===== src/rtl/xc20xx_cfg_loader.sv =====
// Serial configuration loader and startup sequencer for the XC20xx fabric model.
// Optional per-frame even parity is enabled by defining XC20XX_CFG_PARITY_EN.
module xc20xx_cfg_loader #(
  parameter int unsigned FRAME_W     = 16,
  parameter int unsigned ADDR_W      = 8,
  parameter int unsigned STARTUP_CYC = 4
) (
  input  logic               K,
  input  logic               RN,
  input  logic               DIN,
  input  logic               DIN_EN,
  output logic [FRAME_W-1:0] FRAME_DATA,
  output logic [ADDR_W-1:0]  FRAME_ADDR,
  output logic               FRAME_VLD,
  output logic               GR,
  output logic               DONE,
  output logic               ERR
);

  localparam int unsigned LEN_W  = 24;
  localparam int unsigned BIT_W  = 5;
  localparam int unsigned SU_W   = $clog2(STARTUP_CYC + 1);
  localparam logic [7:0]  SYNC_WORD = 8'hF2;
  localparam logic [FRAME_W-1:0] MASK_MSB = {1'b1, {(FRAME_W-1){1'b0}}};

  typedef enum logic [2:0] {
    S_HUNT,
    S_LEN,
    S_TRAIL,
    S_DATA,
    S_STARTUP,
    S_RUN,
    S_ERROR
  } state_t;

  state_t             state, state_nxt;
  logic [7:0]         hunt_sr, hunt_nxt;
  logic [LEN_W-1:0]   len_cnt, len_nxt;
  logic [BIT_W-1:0]   bit_cnt, bit_nxt;
  logic [FRAME_W-1:0] frame_sr, frame_nxt;
  logic [FRAME_W-1:0] mask, mask_nxt;
  logic [SU_W-1:0]    su_cnt, su_nxt;
  logic [ADDR_W-1:0]  addr_cnt, addr_nxt;
  logic [FRAME_W-1:0] data_nxt;
  logic [ADDR_W-1:0]  faddr_nxt;
  logic               vld_nxt, gr_nxt, done_nxt, err_nxt;
  logic               emit_c, last_frame_c;
`ifdef XC20XX_CFG_PARITY_EN
  logic               par_acc, par_nxt;
  logic               par_pend, pend_nxt;
`endif

  // State and datapath registers; every output is a flop.
  always_ff @(posedge K or negedge RN) begin
    if (!RN) begin
      state      <= S_HUNT;
      hunt_sr    <= '0;
      len_cnt    <= '0;
      bit_cnt    <= '0;
      frame_sr   <= '0;
      mask       <= '0;
      su_cnt     <= '0;
      addr_cnt   <= '0;
      FRAME_DATA <= '0;
      FRAME_ADDR <= '0;
      FRAME_VLD  <= 1'b0;
      GR         <= 1'b1;
      DONE       <= 1'b0;
      ERR        <= 1'b0;
`ifdef XC20XX_CFG_PARITY_EN
      par_acc    <= 1'b0;
      par_pend   <= 1'b0;
`endif
    end else begin
      state      <= state_nxt;
      hunt_sr    <= hunt_nxt;
      len_cnt    <= len_nxt;
      bit_cnt    <= bit_nxt;
      frame_sr   <= frame_nxt;
      mask       <= mask_nxt;
      su_cnt     <= su_nxt;
      addr_cnt   <= addr_nxt;
      FRAME_DATA <= data_nxt;
      FRAME_ADDR <= faddr_nxt;
      FRAME_VLD  <= vld_nxt;
      GR         <= gr_nxt;
      DONE       <= done_nxt;
      ERR        <= err_nxt;
`ifdef XC20XX_CFG_PARITY_EN
      par_acc    <= par_nxt;
      par_pend   <= pend_nxt;
`endif
    end
  end

  // Next-state and next-output logic.
  always_comb begin
    state_nxt    = state;
    hunt_nxt     = hunt_sr;
    len_nxt      = len_cnt;
    bit_nxt      = bit_cnt;
    frame_nxt    = frame_sr;
    mask_nxt     = mask;
    su_nxt       = su_cnt;
    addr_nxt     = addr_cnt;
    data_nxt     = FRAME_DATA;
    faddr_nxt    = FRAME_ADDR;
    vld_nxt      = 1'b0;
    gr_nxt       = GR;
    done_nxt     = DONE;
    err_nxt      = ERR;
    emit_c       = 1'b0;
    last_frame_c = 1'b0;
`ifdef XC20XX_CFG_PARITY_EN
    par_nxt      = par_acc;
    pend_nxt     = par_pend;
`endif

    case (state)
      S_HUNT: begin
        if (DIN_EN) begin
          hunt_nxt = {hunt_sr[6:0], DIN};
          if (hunt_nxt == SYNC_WORD) begin
            state_nxt = S_LEN;
            bit_nxt   = '0;
          end
        end
      end

      S_LEN: begin
        if (DIN_EN) begin
          len_nxt = {len_cnt[LEN_W-2:0], DIN};
          if (bit_cnt == BIT_W'(LEN_W - 1)) begin
            state_nxt = S_TRAIL;
            bit_nxt   = '0;
          end else begin
            bit_nxt = bit_cnt + BIT_W'(1);
          end
        end
      end

      S_TRAIL: begin
        if (DIN_EN) begin
          if (!DIN) begin
            state_nxt = S_ERROR;
            err_nxt   = 1'b1;
          end else if (bit_cnt == BIT_W'(3)) begin
            bit_nxt   = '0;
            frame_nxt = '0;
            mask_nxt  = MASK_MSB;
            if (len_cnt != '0) begin
              state_nxt = S_DATA;
            end else begin
              state_nxt = S_STARTUP;
              su_nxt    = SU_W'(STARTUP_CYC);
            end
          end else begin
            bit_nxt = bit_cnt + BIT_W'(1);
          end
        end
      end

      // The one-hot mask marks the next bit position, so a short final
      // frame stays left-aligned with zeros below it.
      S_DATA: begin
        if (DIN_EN) begin
`ifdef XC20XX_CFG_PARITY_EN
          if (par_pend) begin
            pend_nxt = 1'b0;
            par_nxt  = 1'b0;
            if (par_acc != DIN) begin
              state_nxt = S_ERROR;
              err_nxt   = 1'b1;
            end else begin
              emit_c       = 1'b1;
              last_frame_c = (len_cnt == '0);
            end
          end else begin
            frame_nxt = DIN ? (frame_sr | mask) : frame_sr;
            mask_nxt  = mask >> 1;
            len_nxt   = len_cnt - LEN_W'(1);
            par_nxt   = par_acc ^ DIN;
            if (mask[0] || (len_cnt == LEN_W'(1))) begin
              pend_nxt = 1'b1;
            end
          end
`else
          frame_nxt = DIN ? (frame_sr | mask) : frame_sr;
          mask_nxt  = mask >> 1;
          len_nxt   = len_cnt - LEN_W'(1);
          if (mask[0] || (len_cnt == LEN_W'(1))) begin
            emit_c       = 1'b1;
            last_frame_c = (len_cnt == LEN_W'(1));
          end
`endif
        end
      end

      S_STARTUP: begin
        if (su_cnt <= SU_W'(1)) begin
          state_nxt = S_RUN;
          done_nxt  = 1'b1;
          su_nxt    = '0;
        end else begin
          su_nxt = su_cnt - SU_W'(1);
        end
      end

      S_RUN: begin
        gr_nxt = 1'b0;
      end

      S_ERROR: begin
        err_nxt  = 1'b1;
        gr_nxt   = 1'b1;
        done_nxt = 1'b0;
      end

      default: begin
        state_nxt = S_HUNT;
      end
    endcase

    // Frame hand-off to the configuration memory.
    if (emit_c) begin
      vld_nxt   = 1'b1;
      data_nxt  = frame_nxt;
      faddr_nxt = addr_cnt;
      addr_nxt  = addr_cnt + ADDR_W'(1);
      frame_nxt = '0;
      mask_nxt  = MASK_MSB;
      if (last_frame_c) begin
        state_nxt = S_STARTUP;
        su_nxt    = SU_W'(STARTUP_CYC);
      end
    end
  end

endmodule


===== config.mk =====
export PLATFORM = sky130hd
export DESIGN_NAME = xc20xx_cfg_loader
export DESIGN_NICKNAME = d
export VERILOG_FILES = /design/src/rtl/xc20xx_cfg_loader.sv
export SDC_FILE = /design/constraint.sdc
export NUM_CORES = 1
export LEC_CHECK = 0
export BUFFER_PORTS_ARGS = -buffer_cell sky130_fd_sc_hd__buf_4
export CAP_MARGIN = 10
export CORE_MARGIN = 5
export CORE_UTILIZATION = 44
export CTS_CLUSTER_SIZE = 10
export DETAILED_ROUTE_END_ITERATION = 6
export GPL_ROUTABILITY_DRIVEN = 0
export GPL_TIMING_DRIVEN = 0
export PLACE_DENSITY = 0.72
export SYNTH_ARGS = -nofsm -noshare
export SYNTH_HDL_FRONTEND = slang
export SYNTH_SLANG_ARGS = --single-unit

===== constraint.sdc =====
create_clock -name K -period 3.05 [get_ports K]
set_input_delay 0.61 -clock K [delete_from_list [all_inputs] [get_ports K]]
set_output_delay 0.61 -clock K [all_outputs]
set_load 0.01 [all_outputs]

==> metrics.txt <==
# TYPE chip_impl_metric gauge
chip_impl_info{name="most_frequent_cell_on_critical_path",value="clkbuf_1"} 1
chip_impl_metric{name="path_clk_slew",unit="ps"} 80
chip_impl_metric{name="pwr-share-comb",unit="%"} 10.2
chip_impl_metric{name="seq_area_frac_synth",unit="%"} 52.58
chip_impl_metric{name="setup.reg_to_reg.worst_slack",unit="ps"} 360
chip_impl_metric{name="final_min_period_over_clock_period",unit="%"} 88.10
chip_impl_metric{name="cts-resized-gates",unit=""} 0
chip_impl_metric{name="clock_latency",unit="ps"} 350
chip_impl_metric{name="hold_buffers",unit=""} 0
chip_impl_metric{name="power_density",unit="nW/um^2"} 535.7
chip_impl_metric{name="count_of_standard_cell_rows",unit=""} 39
chip_impl_info{name="startpoint_type",value="register"} 1
chip_impl_metric{name="start_util",unit="%"} 45.29
chip_impl_metric{name="setup_viol",unit=""} 0
chip_impl_metric{name="arrival",unit="ps"} 2950
chip_impl_metric{name="synth_top_cell_area_share",unit="%"} 52.08
chip_impl_metric{name="clk_path_buf_depth",unit=""} 2
chip_impl_metric{name="grt_first_pass_wirelength",unit="um"} 20070
chip_impl_metric{name="dieHeight",unit="um"} 119.1
chip_impl_info{name="synth_largest_area_cell",value="dfrtp_1"} 1
chip_impl_metric{name="cts.sinks",unit=""} 110
chip_impl_metric{name="finalNetCount",unit=""} 551
chip_impl_metric{name="num-fill-cells",unit=""} 1035
chip_impl_metric{name="critical_path_required",unit="ps"} 3320
chip_impl_metric{name="final.min_clock_period",unit="ps"} 2687
chip_impl_metric{name="synth.ff_latch_count",unit=""} 110
chip_impl_metric{name="grt_start_max_net_pins",unit=""} 61
chip_impl_metric{name="final_hold_viol_count",unit=""} 0
chip_impl_metric{name="remaining_drc_errors",unit=""} 0
chip_impl_metric{name="pwr-share-clk",unit="%"} 36.8
chip_impl_info{name="timing_worst_setup_path_type",value="reg2reg"} 1
chip_impl_metric{name="drive_gt1_share",unit="%"} 16.15
chip_impl_metric{name="num_vias",unit=""} 4067
chip_impl_metric{name="numCtsBuffers",unit=""} 9
chip_impl_metric{name="p_switching",unit="uW"} 884.9
chip_impl_metric{name="sum_of_overflow_across_all_layers_after_global_routing",unit=""} 0
chip_impl_metric{name="number_of_library_cell_types_mapped_by_synthesis",unit=""} 62
chip_impl_metric{name="power_leakage",unit="nW"} 2.743
chip_impl_metric{name="fin_setup_tns",unit="ps"} 0
chip_impl_metric{name="final.setup_skew",unit="ps"} 9.655
chip_impl_metric{name="max_clock_freq",unit="MHz"} 372.1
chip_impl_metric{name="detail_route.vias_per_cell",unit=""} 5.911
chip_impl_metric{name="post_cts_buffers",unit=""} 0
chip_impl_metric{name="synth_enable_flop_cells",unit=""} 0
chip_impl_metric{name="area_growth",unit="%"} 14.05
chip_impl_metric{name="boundaryPins",unit=""} 32
chip_impl_metric{name="worst_slew_pin_slew",unit="ps"} 853.8
chip_impl_metric{name="placement.io_buffers",unit=""} 30
chip_impl_info{name="rr_startpoint",value="state[2]"} 1
chip_impl_metric{name="die_w",unit="um"} 119.1
chip_impl_info{name="worstReg2RegEnd",value="FRAME_DATA[13]"} 1
chip_impl_metric{name="maxCapViolations",unit=""} 0
chip_impl_metric{name="cts_htree_levels",unit=""} 3
chip_impl_metric{name="fp.coreArea",unit="um^2"} 11560
chip_impl_metric{name="overall_routed_net_length",unit="um"} 11480
chip_impl_metric{name="synth.cell_area",unit="um^2"} 5238
chip_impl_info{name="synth_common_cells",value="dfrtp_1, o21ai_0, nor2_1, nand2_1, clkbuf_1"} 1
chip_impl_metric{name="critical-path-max-stage-delay",unit="ps"} 460
chip_impl_metric{name="detailedPlacementHpwl",unit="um"} 8054
chip_impl_metric{name="worst_hold_slack",unit="ps"} 283.0
chip_impl_metric{name="via_count_of_the_first_global_routing_pass",unit=""} 4088
chip_impl_metric{name="power_switching_share",unit="%"} 27.65
chip_impl_metric{name="synth_async_sr_flop_share",unit="%"} 100.0
chip_impl_info{name="timing.critical_path.to_type",value="register"} 1
chip_impl_metric{name="synth_area_per_cell",unit="um^2"} 10.52
chip_impl_info{name="clock_tree_from_tritoncts",value="yes"} 1
chip_impl_metric{name="fp.dieArea",unit="um^2"} 14180
chip_impl_info{name="synth_area_leaders",value="dfrtp_1, o21ai_0, mux2_2, a22o_1, nor2_1"} 1
chip_impl_metric{name="global_route.usage.total",unit="%"} 16.92
chip_impl_metric{name="maxSlewHeadroom",unit="%"} 42.28
chip_impl_metric{name="sequentialPowerShare",unit="%"} 53.0
chip_impl_metric{name="dr.pass1.iters",unit=""} 4
chip_impl_metric{name="grt_antenna_before_repair",unit=""} 0
chip_impl_info{name="yosys.cell_count.top_type",value="dfrtp_1"} 1
chip_impl_metric{name="cells_on_worst_reg2reg_path",unit=""} 8
chip_impl_info{name="most_frequently_used_flop_master_after_synthesis",value="dfrtp_1"} 1
chip_impl_info{name="cpMaxStageDelayCell",value="clkbuf_1"} 1
chip_impl_info{name="path_cells",value="clkbuf_1, and3b_1, buf_2, nand2_1, clkbuf_1, clkbuf_1, o21ai_0, o31ai_1"} 1
chip_impl_info{name="setup_repair_after_global_routing_missed_its_margin",value="no"} 1
chip_impl_metric{name="antenna-diode-count",unit=""} 0
chip_impl_metric{name="detail_route.wl_per_cell",unit="um"} 16.68
chip_impl_metric{name="timing.final.max_slew_violations",unit=""} 0
chip_impl_metric{name="synth_instances",unit=""} 498
chip_impl_info{name="ctsRootBufferMaster",value="clkbuf_16"} 1
chip_impl_info{name="outcome",value="complete, no violations"} 1
chip_impl_metric{name="ys.warnings.count",unit=""} 0
chip_impl_metric{name="final_antenna_net_count",unit=""} 0
chip_impl_metric{name="cell_internal_pwr",unit="mW"} 2.315
chip_impl_metric{name="synth.net_count",unit=""} 509
chip_impl_info{name="hold_wc_path_type",value="in2async"} 1
chip_impl_metric{name="ir_drop",unit="mV"} 0.3819
chip_impl_metric{name="detailedRoute.firstIterationViolations",unit=""} 232
chip_impl_metric{name="largest_fanout_on_the_critical_path",unit=""} 10
[flip-flops by register name (all words and copies together), names as in the netlist, 3 cells and up]
| name | cells |
|---|---|
| mask | 16 |
| hunt_sr | 7 |
| state | 3 |
| FRAME_DATA | 16 |
| bit_cnt | 5 |
| su_cnt | 3 |
| FRAME_ADDR | 8 |
| addr_cnt | 8 |
| len_cnt | 24 |
| frame_sr | 16 |
[layer usage]
layer / wire length (um) / GRT usage, % / vias up
li1: - / - / 1935
met1: 5249 / 23.17 / 2016
met2: 5605 / 27.52 / 112
met3: 583 / 4.645 / 4
met4: 38 / 2.824 / 0
met5: 0 / 0 / -
[power by group through the flow]
| stage | registers [mW] | logic (mW) | clock network, mW |
|---|---|---|---|
| 5_1_grt | 1.72 | 0.377 | 1.27 |
| 4_1_cts | 1.69 | 0.332 | 1.20 |
| 3_5_place_dp | 1.72 | 0.333 | 0 |
| 3_3_place_gp | 1.71 | 0.315 | 0 |
| 6_report | 1.70 | 0.328 | 1.18 |
| 2_1_floorplan | 1.69 | 0.245 | 0 |
[per-stage QoR]
stage | power [mW] | utilization, % | instance area (um^2) | std cells | setup WS [ps]
2_1_floorplan | 1.932 | - | 5238 | 498 | 699.5
3_3_place_gp | 2.026 | 48.78 | 5642 | 671 | 375.1
3_5_place_dp | 2.052 | 49.02 | 5669 | 672 | 315.0
4_1_cts | 3.228 | 51.65 | 5973 | 688 | 359.6
5_1_grt | 3.370 | 51.65 | 5973 | 688 | 80.64
6_report | 3.200 | 51.65 | 5973 | 688 | 362.9
[critical path, delay by kind of cell (launching register included)]
kind | cells | cell delay [ps]
AO/OA/AOI/OAI | 2 | 310
buffers and inverters | 4 | 1350
flip-flops | 1 | 320
AND/OR/NAND/NOR | 2 | 630
[kinds of logic (layout without fill, tap and decap cells)]
| family | Yosys count | after routing | share of synthesized area, % |
|---|---|---|---|
| DFF | 110 | 110 | 52.58 |
| buffers and inverters | 39 | 86 | 3.225 |
| xor gates and xnor gates | 7 | 7 | 1.171 |
| adders and majority gates | 7 | 7 | 1.672 |
| muxes | 19 | 19 | 4.037 |
| AOI/OAI and AO/OA | 154 | 154 | 20.23 |
| and+or+nand+nor | 162 | 162 | 17.08 |
[placed cells by master (no fill, tap or decap), drive strengths merged, types with 5 or more instances in the layout]
cell / n
dfrtp: 109
or2: 5
or3: 6
mux2: 17
nor2b: 7
o211ai: 7
nand2b: 10
nor4: 9
a21o: 5
nand3: 15
xor2: 6
o21ai: 44
a22oi: 17
inv: 10
nand2: 31
ha: 7
o31ai: 16
a21oi: 19
nor3: 17
buf: 40
nor2: 39
clkbuf: 32
a22o: 18
[worst max-delay path by stage]
| stage | from | to | cells after the start |
|---|---|---|---|
| floorplan | len_cnt[10] | FRAME_ADDR[6] | 6 |
| global placement | DIN_EN | len_cnt[14] | 6 |
| detailed placement | DIN_EN | len_cnt[14] | 6 |
| CTS | bit_cnt[0] | FRAME_DATA[12] | 6 |
| global route | bit_cnt[0] | FRAME_DATA[9] | 6 |
| finish | state[2] | FRAME_DATA[13] | 8 |
[cell type report]
cell class | instances | area [um^2] | share of cell area [%]
Timing Repair Buffer | 31 | 252.7 | 4.231
Buffer | 31 | 138.9 | 2.325
Clock inverter | 6 | 65.06 | 1.089
Tap cell | 143 | 178.9 | 2.995
Clock buffer | 10 | 239.0 | 4.001
Inverter | 8 | 30.03 | 0.5027
Multi-Input combinational cell | 349 | 2315 | 38.75
Sequential cell | 110 | 2754 | 46.10
No activity file was read; power rests on OpenSTA's default activity.
